### config.mk
export PLATFORM = sky130hd
export DESIGN_NAME = pontuacao_jogo
export DESIGN_NICKNAME = d
export VERILOG_FILES = /design/src/rtl/pontuacao_jogo.sv
export SDC_FILE = /design/constraint.sdc
export NUM_CORES = 1
export LEC_CHECK = 0
export CAP_MARGIN = 20
export CORE_ASPECT_RATIO = 0.6
export CORE_MARGIN = 2
export CORE_UTILIZATION = 57
export DETAILED_ROUTE_END_ITERATION = 16
export PLACE_DENSITY = 0.85
export SLEW_MARGIN = 20
export SYNTH_ARGS = -nofsm -noshare
export SYNTH_HDL_FRONTEND = slang
export SYNTH_SLANG_ARGS = --single-unit
### constraint.sdc
create_clock -name clock -period 3.9 [get_ports clock]
set_input_delay 1.17 -clock clock [delete_from_list [all_inputs] [get_ports clock]]
set_output_delay 1.17 -clock clock [all_outputs]
set_load 0.01 [all_outputs]
### src/rtl/pontuacao_jogo.sv
// Scoring datapath for the game: per-round error count, round score, saturating total
// and a sequential double-dabble engine that turns the total into four BCD digits.
module pontuacao_jogo #(
   parameter int unsigned PONTOS_BASE  = 100,
   parameter int unsigned BONUS_RODADA = 10,
   parameter int unsigned PENALIDADE   = 25,
   parameter int unsigned LIMITE_TOTAL = 9999
) (
   input  logic        clock,
   input  logic        reset_n,
   input  logic        contaErro,
   input  logic        zeraErro,
   input  logic        calcular,
   input  logic        regPontos,
   input  logic        zeraPontos,
   input  logic [3:0]  rodada,
   output logic [3:0]  erros,
   output logic [7:0]  pontos_rodada,
   output logic [13:0] total,
   output logic [15:0] bcd,
   output logic        bcd_valido,
   output logic        ocupado
);

   typedef enum logic [1:0] {StOcioso, StConverte, StConclui} state_e;

   state_e      state_q, state_d;
   logic [3:0]  erros_q;
   logic [7:0]  pontos_q;
   logic [13:0] total_q;
   logic [15:0] bcd_q, bcd_d;
   logic        valido_q, valido_d;
   logic [29:0] shreg_q, shreg_d;
   logic [3:0]  cnt_q, cnt_d;

   logic [15:0] score_full;
   logic [7:0]  score_sat;
   logic [14:0] sum_full;
   logic [13:0] sum_sat;
   logic [29:0] adj;
   logic [29:0] shifted;

   // Two's-complement wrap in 16 bits keeps negative scores detectable via the sign bit.
   always_comb begin
      score_full = 16'(PONTOS_BASE) + 16'(BONUS_RODADA) * {12'd0, rodada}
                   - 16'(PENALIDADE) * {12'd0, erros_q};
      if (score_full[15]) begin
         score_sat = 8'd0;
      end else if (score_full > 16'd255) begin
         score_sat = 8'd255;
      end else begin
         score_sat = score_full[7:0];
      end
   end

   always_comb begin
      sum_full = {1'b0, total_q} + {7'd0, pontos_q};
      if (sum_full > 15'(LIMITE_TOTAL)) begin
         sum_sat = 14'(LIMITE_TOTAL);
      end else begin
         sum_sat = sum_full[13:0];
      end
   end

   // Double-dabble step: correct every BCD nibble >= 5, then shift.
   always_comb begin
      adj = shreg_q;
      for (int i = 0; i < 4; i++) begin
         if (adj[14+4*i +: 4] >= 4'd5) begin
            adj[14+4*i +: 4] = adj[14+4*i +: 4] + 4'd3;
         end
      end
      shifted = {adj[28:0], 1'b0};
   end

   always_comb begin
      state_d  = state_q;
      shreg_d  = shreg_q;
      cnt_d    = cnt_q;
      bcd_d    = bcd_q;
      valido_d = 1'b0;
      if (zeraPontos) begin
         state_d = StOcioso;
         shreg_d = '0;
         cnt_d   = '0;
         bcd_d   = '0;
      end else if (regPontos) begin
         // Also restarts an in-flight conversion from the new total.
         state_d = StConverte;
         shreg_d = {16'd0, sum_sat};
         cnt_d   = '0;
      end else begin
         case (state_q)
            StConverte: begin
               shreg_d = shifted;
               cnt_d   = cnt_q + 4'd1;
               if (cnt_q == 4'd13) begin
                  state_d = StConclui;
               end
            end
            StConclui: begin
               bcd_d    = shreg_q[29:14];
               valido_d = 1'b1;
               state_d  = StOcioso;
            end
            default: state_d = StOcioso;
         endcase
      end
   end

   always_ff @(posedge clock or negedge reset_n) begin
      if (!reset_n) begin
         state_q  <= StOcioso;
         erros_q  <= '0;
         pontos_q <= '0;
         total_q  <= '0;
         bcd_q    <= '0;
         valido_q <= 1'b0;
         shreg_q  <= '0;
         cnt_q    <= '0;
      end else begin
         state_q  <= state_d;
         shreg_q  <= shreg_d;
         cnt_q    <= cnt_d;
         bcd_q    <= bcd_d;
         valido_q <= valido_d;
         if (zeraErro) begin
            erros_q <= '0;
         end else if (contaErro && (erros_q != 4'd15)) begin
            erros_q <= erros_q + 4'd1;
         end
         if (zeraPontos) begin
            pontos_q <= '0;
            total_q  <= '0;
         end else begin
            if (calcular) begin
               pontos_q <= score_sat;
            end
            if (regPontos) begin
               total_q <= sum_sat;
            end
         end
      end
   end

   assign erros         = erros_q;
   assign pontos_rodada = pontos_q;
   assign total         = total_q;
   assign bcd           = bcd_q;
   assign bcd_valido    = valido_q;
   assign ocupado       = (state_q != StOcioso);

endmodule

---- Word level (Yosys, flattened, before mapping) ----
Index checks and enable logic that the tools add are counted.
word-level totals
  register bits after elaboration ......... 79
  input port bits ......................... 11
  word-level logic and storage cells ...... 68
cells by class
  $add $sub $neg .......................... 9
  multiply operators ...................... 2
  order comparisons ....................... 6
  equal/unequal tests ..................... 6
  multiplexer cells ....................... 29
  reductions and logical operators ........ 8
operators by type and width
  kind                                                                    number
  30-bit two-way mux                                                      3
  16-bit two-way mux                                                      3
  14-bit two-way mux                                                      3
  4-bit two-way mux                                                       8
  8-bit two-way mux                                                       4
  4-bit by 3-bit >= comparator with 1-bit output, second input constant   4
  16-bit by 8-bit > comparator with 1-bit output, second input constant   1
  14-bit by 8-bit adder with 15-bit output                                1
  15-bit by 14-bit > comparator with 1-bit output, second input constant  1
  4-bit by 2-bit adder with 4-bit output, second input constant           3
  2-bit nonzero test                                                      5
  9-bit by 9-bit subtractor with 10-bit output                            1
  7-bit by 8-bit adder with 9-bit output, first input constant            1
  5-bit by 4-bit multiplier with 9-bit output, first input constant       1
  4-bit by 1-bit adder with 4-bit output, second input constant           2
  2-bit two-way mux                                                       4
  4-bit != test, second input constant                                    2
  3-bit by 4-bit multiplier with 7-bit output, first input constant       1
  4-bit == test, second input constant                                    1
  3-bit by 2-bit adder with 3-bit output, second input constant           1
  1-bit two-way mux                                                       3
  3-bit two-way mux                                                       1
  3-bit nonzero test                                                      1
  2-bit by 1-bit == test with 1-bit output, second input constant         1
  4 further kinds                                                         4

---- Depth between registers and ports, before layout ----
Gate-level depths: netlist of run 1.
  word-level depth ........................ 8
  mapped depth ............................ 16
  depth with buffers taken out ............ 15

---- Worst setup path after synthesis of run 1 ----
No wires, ideal clock.
  path type ............................... input to register
  start ................................... input port rodada[1]
  end ..................................... register pontos_q[4], in the netlist pontos_rodada[4]
  arrival time ............................ 4860 ps
  data required time ...................... 3817 ps
  setup slack ............................. -1043 ps
  cell stages on the path ................. 16
  buffers on the path ..................... 1
  cells stage by stage .................... ha_1 ha_1 fa_1 inv_1 ha_1 ha_1 fa_1 inv_1 ha_1 inv_1 o21ai_0 a31oi_1 xor2_1 or3b_2 clkbuf_1 o21ai_0
between the ends
  cells in the longest elaborated chain, start to end .. 8
RTL lines
  item                                            RTL line  RTL
  from (decl)                                     16        input logic [3:0] rodada,
  3-bit by 4-bit multiplier with 7-bit output *   45        score_full = 16'(PONTOS_BASE) + 16'(BONUS_RODADA) * {12'd0, rodada}
  7-bit by 8-bit adder with 9-bit output *        45
  9-bit by 9-bit subtractor with 10-bit output *  46        - 16'(PENALIDADE) * {12'd0, erros_q};
  16-bit by 8-bit > comparator with 1-bit output  49        end else if (score_full > 16'd255) begin
  8-bit two-way mux                               49
  8-bit two-way mux *                             47        if (score_full[15]) begin
  8-bit two-way mux *                             136       if (calcular) begin
  8-bit two-way mux *                             132       if (zeraPontos) begin
  to (signal assigned)                            137       pontos_q <= score_sat;
  to (decl)                                       29        logic [7:0] pontos_q;
Mark *: on every way between the ends. The rest lies on a longest branch, timed or not. The select of a mux whose other input is x is not followed.
A chain may end at the register's enable or synchronous reset.

---- Worst setup path in the final report of run 1 ----
  start ................................... input port rodada[3]
  end ..................................... register pontos_q[0], in the netlist pontos_rodada[0]
Same word-level chain as after synthesis.

==> results.md, run 1 <==
* Status: complete, but fails checks
* Failing checks: setup timing
* Cts-stage hold buffer count at 0
* YS warnings at 0
* Setup violators final at 8
* Number of DRC markers after the initial detailed-route iteration at 528
* Max Slew Vio Count at 0
* Required @ worst endpoint at 4170 ps
* Combinational cell fraction of total power at 0.363
* DIE HEIGHT at 77.6 um
* Post-synth top cells: 79 x dfrtp_1, 62 x nand2_1, 56 x nor2_1, 46 x ha_1, 41 x inv_1
* Buffers on Ports at 54
* #FFs+latches synth at 79
* Setup slack, reg-to-reg at 280 ps
* Syn Nets at 619
* Cell Area, Placed at 6010 um^2
* Max cap viols at 0
* Gr usage total at 0.292
* Switching share of power at 0.348
* R2R Path End: pontos_rodada[1]$_DFFE_PN0P_
* Largest cells by area after synthesis: dfrtp_1 38%, ha_1 11%, nand2_1 4.5%, nor2_1 4.1%, a22o_1 3.2%
* CP Capture Type: register
* Die ar. at 9840 um^2
* Clock tree from TritonCTS: done
* Largest net degree at the start of global routing at 80
* Reg power frac at 0.345
* CP top delay family: adder cells
* Ys async rst share at 1.00
* Tcrit/Tclk final at 1.12
* Worst Hold Launch: bcd[14]$_DFFE_PN0P_
* Ports at 55
* Clock transition at path regs at 60 ps
* Synth cell types at 60
* Num rows at 26
* Worst setup endpoint: pontos_rodada[0]$_DFFE_PN0P_
* H-tree Lvls at 3
* CP startpoint kind: primary input
* Root Buffer: clkbuf_16
* WP data arrival at 4630 ps
* Ant diodes at 0
* CTS sink count at 79
* Core Area at 8650 um^2
* Top cell type's share of synthesized area at 0.384
* Crit path depth at 16
* Clock insertion delay at the later pin of the skew report at 340 ps
* Area leader, netlist: dfrtp_1
* Setup CP Type: primary input to register
* Crit path from: rodada[3]
* Crit path cell chain: buf_8, ha_4, ha_4, fa_1, inv_2, ha_4, ha_4, fa_1, inv_2, ha_4, inv_4, o21ai_4, a31oi_2, xor2_1, or3b_4, o21ai_2
* EDFF count, synth at 0
* CP bufs+invs at 4
* Gr ovfl total at 0
* Design Area, Final at 6420 um^2
* Slowest-stage cell, CP: fa_1
* RSZ-0062 raised after global routing: true
* Gpl congestion at 0.944
* Starting Density at 0.595
* Skew final at 7.57 ps
* PwrDens at 427 nW/um^2
* Final worst-path setup slack at -464 ps
* DRC violations left at 0
* LEAKAGE at 2.90 nW
* Synth Cell Area at 5150 um^2
* Worst reg2reg path depth at 14
* Final #Nets at 689
* Num CTS Buffers at 9
* Max Fclk at 229 MHz
* Total Power at 2.74 mW
* Crit path largest cell delay at 530 ps
* Synth Area per Inst at 9.30 um^2
* Peak VDD IR at 0.241 mV
* Switch Pwr at 952 uW
* Relative slew slack at 0.343
* Avg WL per Cell at 19.1 um
* Share of layout cells above drive strength 1 at 0.159
* Via count at 4587
* Cell count after synthesis at 554
* Critical Path Most Common Cell: ha_4
* Area Growth Syn to Fin at 24.6%
* Die Wd at 127 um
* Main synth FF type: dfrtp_1
* Vias in the first global route at 4384
* Worst hold-check path type: register to register
* FF-to-FF Start: erros[0]$_DFFE_PN0P_
* Placement Setup Slack at -1260 ps
* Hpwl dp at 10100 um
* Worst-margin pin slew at 986 ps
* Clock share of power at 0.292
* Top-count cell post-synth: dfrtp_1
* First-pass GRT wire length at 22500 um
* Initial antenna violation count at 0
* Detailed Route WL at 14100 um
* Internal at 1.79 mW
* Via-to-Cell Ratio at 6.19
* Final hold violations at 0
* Sequential share of the synthesized area at 0.384
* CTS Buffer Depth at 2
* Post-route ant nets at 0
* 1st-pass router iterations at 5
* Critical path peak fanout at 8
* Crit path time final at 4360 ps
==> worst min-delay path by stage <==
stage / to / slack [ps] / cells after the start
after floorplan: shreg_q[12]$_DFFE_PN0P_ / 480 / 1
after global placement: bcd[1]$_DFFE_PN0P_ / 480 / 1
after detailed placement: bcd[12]$_DFFE_PN0P_ / 480 / 1
after CTS: bcd[2]$_DFFE_PN0P_ / 500 / 1
after global routing: bcd[13]$_DFFE_PN0P_ / 520 / 1
final: bcd[14]$_DFFE_PN0P_ / 500 / 1
==> power groups by stage <==
stage               registers, mW  logic (mW)  clock network, mW
finish                      0.945       0.995              0.799
global route                0.950        1.07              0.844
CTS                         0.940       0.930              0.805
detailed placement          0.954       0.883                  0
global placement            0.952       0.834                  0
floorplan                   0.946       0.557                  0
==> sequential cells by signal (all words and copies together), names as in the netlist <==
register       cells
shreg_q           30
bcd               16
total             14
pontos_rodada      8
cnt_q              4
erros              4
state_q            2
bcd_valido         1
==> through the flow <==
stage               setup TNS, ps  hold slack [ps]  cells   util
global placement            -8540              481    721  0.694
finish                      -3610              503    741  0.742
CTS                         -3230              501    738  0.736
floorplan                   -4970              481    554      -
global route                -3960              525    741  0.742
detailed placement          -9740              481    721  0.694
==> per-layer routing <==
metal  wire length, um  GRT usage  share of wire
met5                 0          0              0
met4               314     0.0802          0.022
met3              1370     0.0676          0.097
met2              6260      0.433           0.44
met1              6190      0.431           0.44
==> final cells by class <==
type                       count  area [um^2]
timing repair buffer          82          744
clock inverter                 6         45.0
tap                          112          140
multi-input combinational    411         3120
clock buffer                  10          239
inverter                      41          156
fill                         563         2230
sequential                    79         1980
==> logic make-up after synthesis <==
logic type,share of synthesized area
and+or+nand+nor,0.157
AOI/OAI and AO/OA,0.198
DFF,0.384
buffers and inverters,0.0471
adders and majority gates,0.143
xor gates and xnor gates,0.0571
muxes,0.0136
==> repair_timing <==
| item | 4_1_cts | 5_1_grt |
|---|---|---|
| buffers inserted | 1 | 3 |
| setup endpoints to repair | 8 | 8 |
| pin swaps | 15 | 13 |
| resized for setup | 34 | 5 |
==> layout by cell type (no fill, tap or decap), types with 3 or more instances in the layout <==
cell type	count
dfrtp_1	79
nand2_1	62
nor2_1	55
clkdlybuf4s50_1	49
ha_1	39
inv_1	38
a21oi_1	29
buf_4	29
a22o_1	19
o21ai_0	17
xnor2_1	14
xor2_1	13
nand3_1	12
nor3_1	10
a311oi_1	10
nand2b_1	9
clkbuf_16	9
fa_1	8
mux2i_1	7
and3_1	7
a211oi_1	7
ha_4	7
o21ai_2	6
a21o_1	5
o21ai_1	5
a21oi_2	5
o21bai_1	5
xnor2_2	4
nand4_1	4
nor3_2	4
o21a_1	3
nor2_2	3
a21boi_0	3
clkinvlp_4	3
(Power assumes the default switching activity.)
==> inputs of run 2 (changes only) <==
--- a/config.mk
+++ b/config.mk
@@ -11,6 +11,7 @@
 export CORE_UTILIZATION = 57
 export DETAILED_ROUTE_END_ITERATION = 16
 export PLACE_DENSITY = 0.85
+export SKIP_LAST_GASP = 1
 export SLEW_MARGIN = 20
 export SYNTH_ARGS = -nofsm -noshare
 export SYNTH_HDL_FRONTEND = slang
==> results of run 2 <==
The final DEF is identical to that of run 1; final timing and power are the same.
Among the figures that moved: via count of the first global-routing pass 4384 -> 4380; met1 usage 0.431 -> 0.432
==> inputs of run 3 (changes only) <==
--- a/config.mk
+++ b/config.mk
@@ -8,11 +8,11 @@
 export CAP_MARGIN = 20
 export CORE_ASPECT_RATIO = 0.6
 export CORE_MARGIN = 2
-export CORE_UTILIZATION = 57
+export CORE_UTILIZATION = 50
 export DETAILED_ROUTE_END_ITERATION = 16
-export PLACE_DENSITY = 0.85
+export PLACE_DENSITY = 0.77
 export SKIP_LAST_GASP = 1
-export SLEW_MARGIN = 20
 export SYNTH_ARGS = -nofsm -noshare
 export SYNTH_HDL_FRONTEND = slang
 export SYNTH_SLANG_ARGS = --single-unit
+export TNS_END_PERCENT = 5
==> run 3 against run 2 <==
Compared with the run above:
- the run still ends with setup timing left
- clock skew grew 4.5 ps
- sequential power down 1%
- clock power up 14%
- die area rose by 13%
- setup slack gained 110 ps
- combinational power is 3.6% lower
- register-to-register slack improved by 140 ps
- final cell count grew 3.1%
- power is 2.4% higher
- final area grew 0.99%
==> results.md, run 3 (synthesis results as in run 1) <==
* Status: complete, but fails checks
* Failing checks: setup timing
* Core Area at 9950 um^2 (+15%)
* CP startpoint kind: primary input
* Setup violators final at 8 (unchanged)
* DRC violations left at 0 (unchanged)
* First-pass GRT wire length at 21700 um
* Detailed Route WL at 13400 um (-5.5%)
* Worst Hold Launch: bcd[11]$_DFFE_PN0P_
* Skew final at 12.1 ps (+4.51 ps)
* Via-to-Cell Ratio at 5.89 (-4.8%)
* Starting Density at 0.518 (-0.0775)
* Worst Hold End: bcd[11]$_DFFE_PN0P_
* Peak VDD IR at 0.271 mV (+12%)
* Fillers at 775 (+38%)
* Reg power frac at 0.334 (-0.011)
* Tcrit/Tclk final at 1.09 (-0.0288)
* Clock insertion delay at the later pin of the skew report at 350 ps (about the same)
* Critical Path Most Common Cell: ha_4
* R2R Path End: pontos_rodada[6]$_DFFE_PN0P_
* Met2 WL post-DR at 6190 um (-1.1%)
* Internal at 1.88 mW (+5.4%)
* Total Power at 2.81 mW (+2.4%)
* Worst reg2reg path depth at 13 (-1)
* CTS sink count at 79 (unchanged)
* Multi-input logic area at 3100 um^2 (-0.48%)
* Crit path cell chain: buf_6, ha_4, ha_4, fa_1, xnor2_1, ha_1, fa_1, inv_2, ha_4, nor3_2, nor2_1, a31oi_1, xor2_1, or3b_4, o21ai_2
* Die Wd at 135 um (+6.6%)
* Critical path peak fanout at 8 (unchanged)
* Seq. cell area at 1980 um^2 (unchanged)
* WHS at 500 ps (-2.50 ps)
* Worst-margin pin slew at 974 ps (-12.6 ps)
* RSZ-0062 raised after global routing: true
* Switching share of power at 0.328 (-0.0191)
* Reg with most FFs: shreg_q
* Setup slack, reg-to-reg at 420 ps (+140 ps)
* Clock tree from TritonCTS: done
* Max Fclk at 235 MHz (+2.6%)
* Number of DRC markers after the initial detailed-route iteration at 267 (-49%)
* Slowest-stage cell, CP: fa_1
* LEAKAGE at 2.92 nW (+0.87%)
* Gpl congestion at 0.909 (-3.7%)
* WP data arrival at 4510 ps (-120 ps)
* Commonest non-fill, non-tap cell in the layout: dfrtp_1
* Area Growth Syn to Fin at 25.9%
* Die ar. at 11200 um^2 (+13%)
* Routed wire length on met3 at 791 um (-42%)
* DIE HEIGHT at 82.6 um (+6.4%)
* Final hold violations at 0 (unchanged)
* Ant diodes at 0 (unchanged)
* Hold path depth at 1 (unchanged)
* Initial antenna violation count at 0 (unchanged)
* Non-filler cells, final at 764 (+3.1%)
* Final #Nets at 689 (unchanged)
* Gr ovfl total at 0 (unchanged)
* FF-to-FF Start: erros[0]$_DFFE_PN0P_
* Largest net degree at the start of global routing at 80 (unchanged)
* Root Buffer: clkbuf_16
* Metal-1 WL at 6140 um (-0.92%)
* Dpl cells at 745 (+3.3%)
* Switch Pwr at 921 uW (-3.2%)
* Clock share of power at 0.324 (+0.032)
* Max Slew Vio Count at 0 (unchanged)
* Ports at 55 (unchanged)
* H-tree Lvls at 3 (unchanged)
* 1st-pass router iterations at 5 (unchanged)
* Vias in the first global route at 4326
* Buffers on Ports at 54 (unchanged)
* Crit path largest cell delay at 590 ps (+60 ps)
* Relative slew slack at 0.348 (+0.00545)
* Worst hold-check path type: register to register
* PwrDens at 433 nW/um^2 (+1.4%)
* Final worst-path setup slack at -352 ps (+112 ps)
* Setup CP Type: primary input to register
* Gr usage total at 0.249
* Cts-stage hold buffer count at 0 (unchanged)
* Avg WL per Cell at 17.5 um (-8.3%)
* Max cap viols at 0 (unchanged)
* Num rows at 28 (+7.7%)
* Via count at 4501 (-1.9%)
* Share of layout cells above drive strength 1 at 0.154 (-0.00477)
* CTS Buffer Depth at 2 (unchanged)
* Hpwl dp at 9590 um (-4.6%)
* CP Capture Type: register
* Clock transition at path regs at 60 ps (about the same)
* Combinational cell fraction of total power at 0.342 (-0.021)
* Crit path time final at 4250 ps (-112 ps)
* Max FFs per register at 30 (unchanged)
* Uppermost routed layer: met4
* Required @ worst endpoint at 4160 ps (about the same)
* Placement Setup Slack at -1250 ps (+12.0 ps)
* Post-route ant nets at 0 (unchanged)
* Num CTS Buffers at 9 (unchanged)
* Most frequent cells in the layout: 79 x dfrtp_1, 62 x nand2_1, 56 x nor2_1
-- run 3: worst max-delay path by stage --
stage / to / start
6_report: pontos_rodada[6]$_DFFE_PN0P_ / rodada[3]
5_1_grt: pontos_rodada[6]$_DFFE_PN0P_ / rodada[3]
4_1_cts: pontos_rodada[6]$_DFFE_PN0P_ / rodada[3]
3_5_place_dp: pontos_rodada[6]$_DFFE_PN0P_ / rodada[1]
3_3_place_gp: pontos_rodada[5]$_DFFE_PN0P_ / rodada[1]
2_1_floorplan: pontos_rodada[4]$_DFFE_PN0P_ / rodada[1]
-- run 3: area by class of cell --
cell class / instances / share of cell area
clock inverter: 7 / 0.0147
tap: 135 / 0.0261
clock buffer: 9 / 0.0347
inverter: 41 / 0.0237
timing repair buffer: 82 / 0.117
sequential: 79 / 0.305
multi-input combinational: 411 / 0.478
-- run 3: power by group through the flow --
stage / clock network, mW / logic [mW] / registers (mW)
3_3_place_gp: 0 / 0.851 / 0.946
6_report: 0.910 / 0.959 / 0.936
4_1_cts: 0.919 / 0.912 / 0.934
3_5_place_dp: 0 / 0.888 / 0.948
2_1_floorplan: 0 / 0.557 / 0.946
5_1_grt: 0.956 / 1.05 / 0.941
-- run 3: timing repair --
action                                  4_1_cts  5_1_grt
gates resized for setup                      25       10
endpoints found under the setup margin        8        8
cloned                                        0        0
pin swaps                                    12        9
buffers inserted                              1        0
-- run 3: layer usage --
layer | vias to the layer above | track usage
met5 | - | 0
met4 | 0 | 0.0760
met3 | 26 | 0.0556
met2 | 176 | 0.395
met1 | 2211 | 0.344
li1 | 2088 | -
-- run 3: worst max-delay path, delay by kind of cell --
kind / cells / cell delay, ps
AO/OA/AOI/OAI: 2 / 380
XOR/XNOR: 2 / 280
adder cells (fa/ha/maj): 6 / 1890
buffers and inverters: 2 / 160
AND/OR/NAND/NOR: 3 / 650
-- run 3: stage by stage --
| step | TNS [ps] | util | area [um^2] |
|---|---|---|---|
| after floorplan | -4970 | - | 5250 |
| after global placement | -8860 | 0.607 | 6040 |
| after detailed placement | -9600 | 0.607 | 6040 |
| after CTS | -3480 | 0.643 | 6400 |
| after global routing | -3420 | 0.652 | 6480 |
| final | -2690 | 0.652 | 6480 |
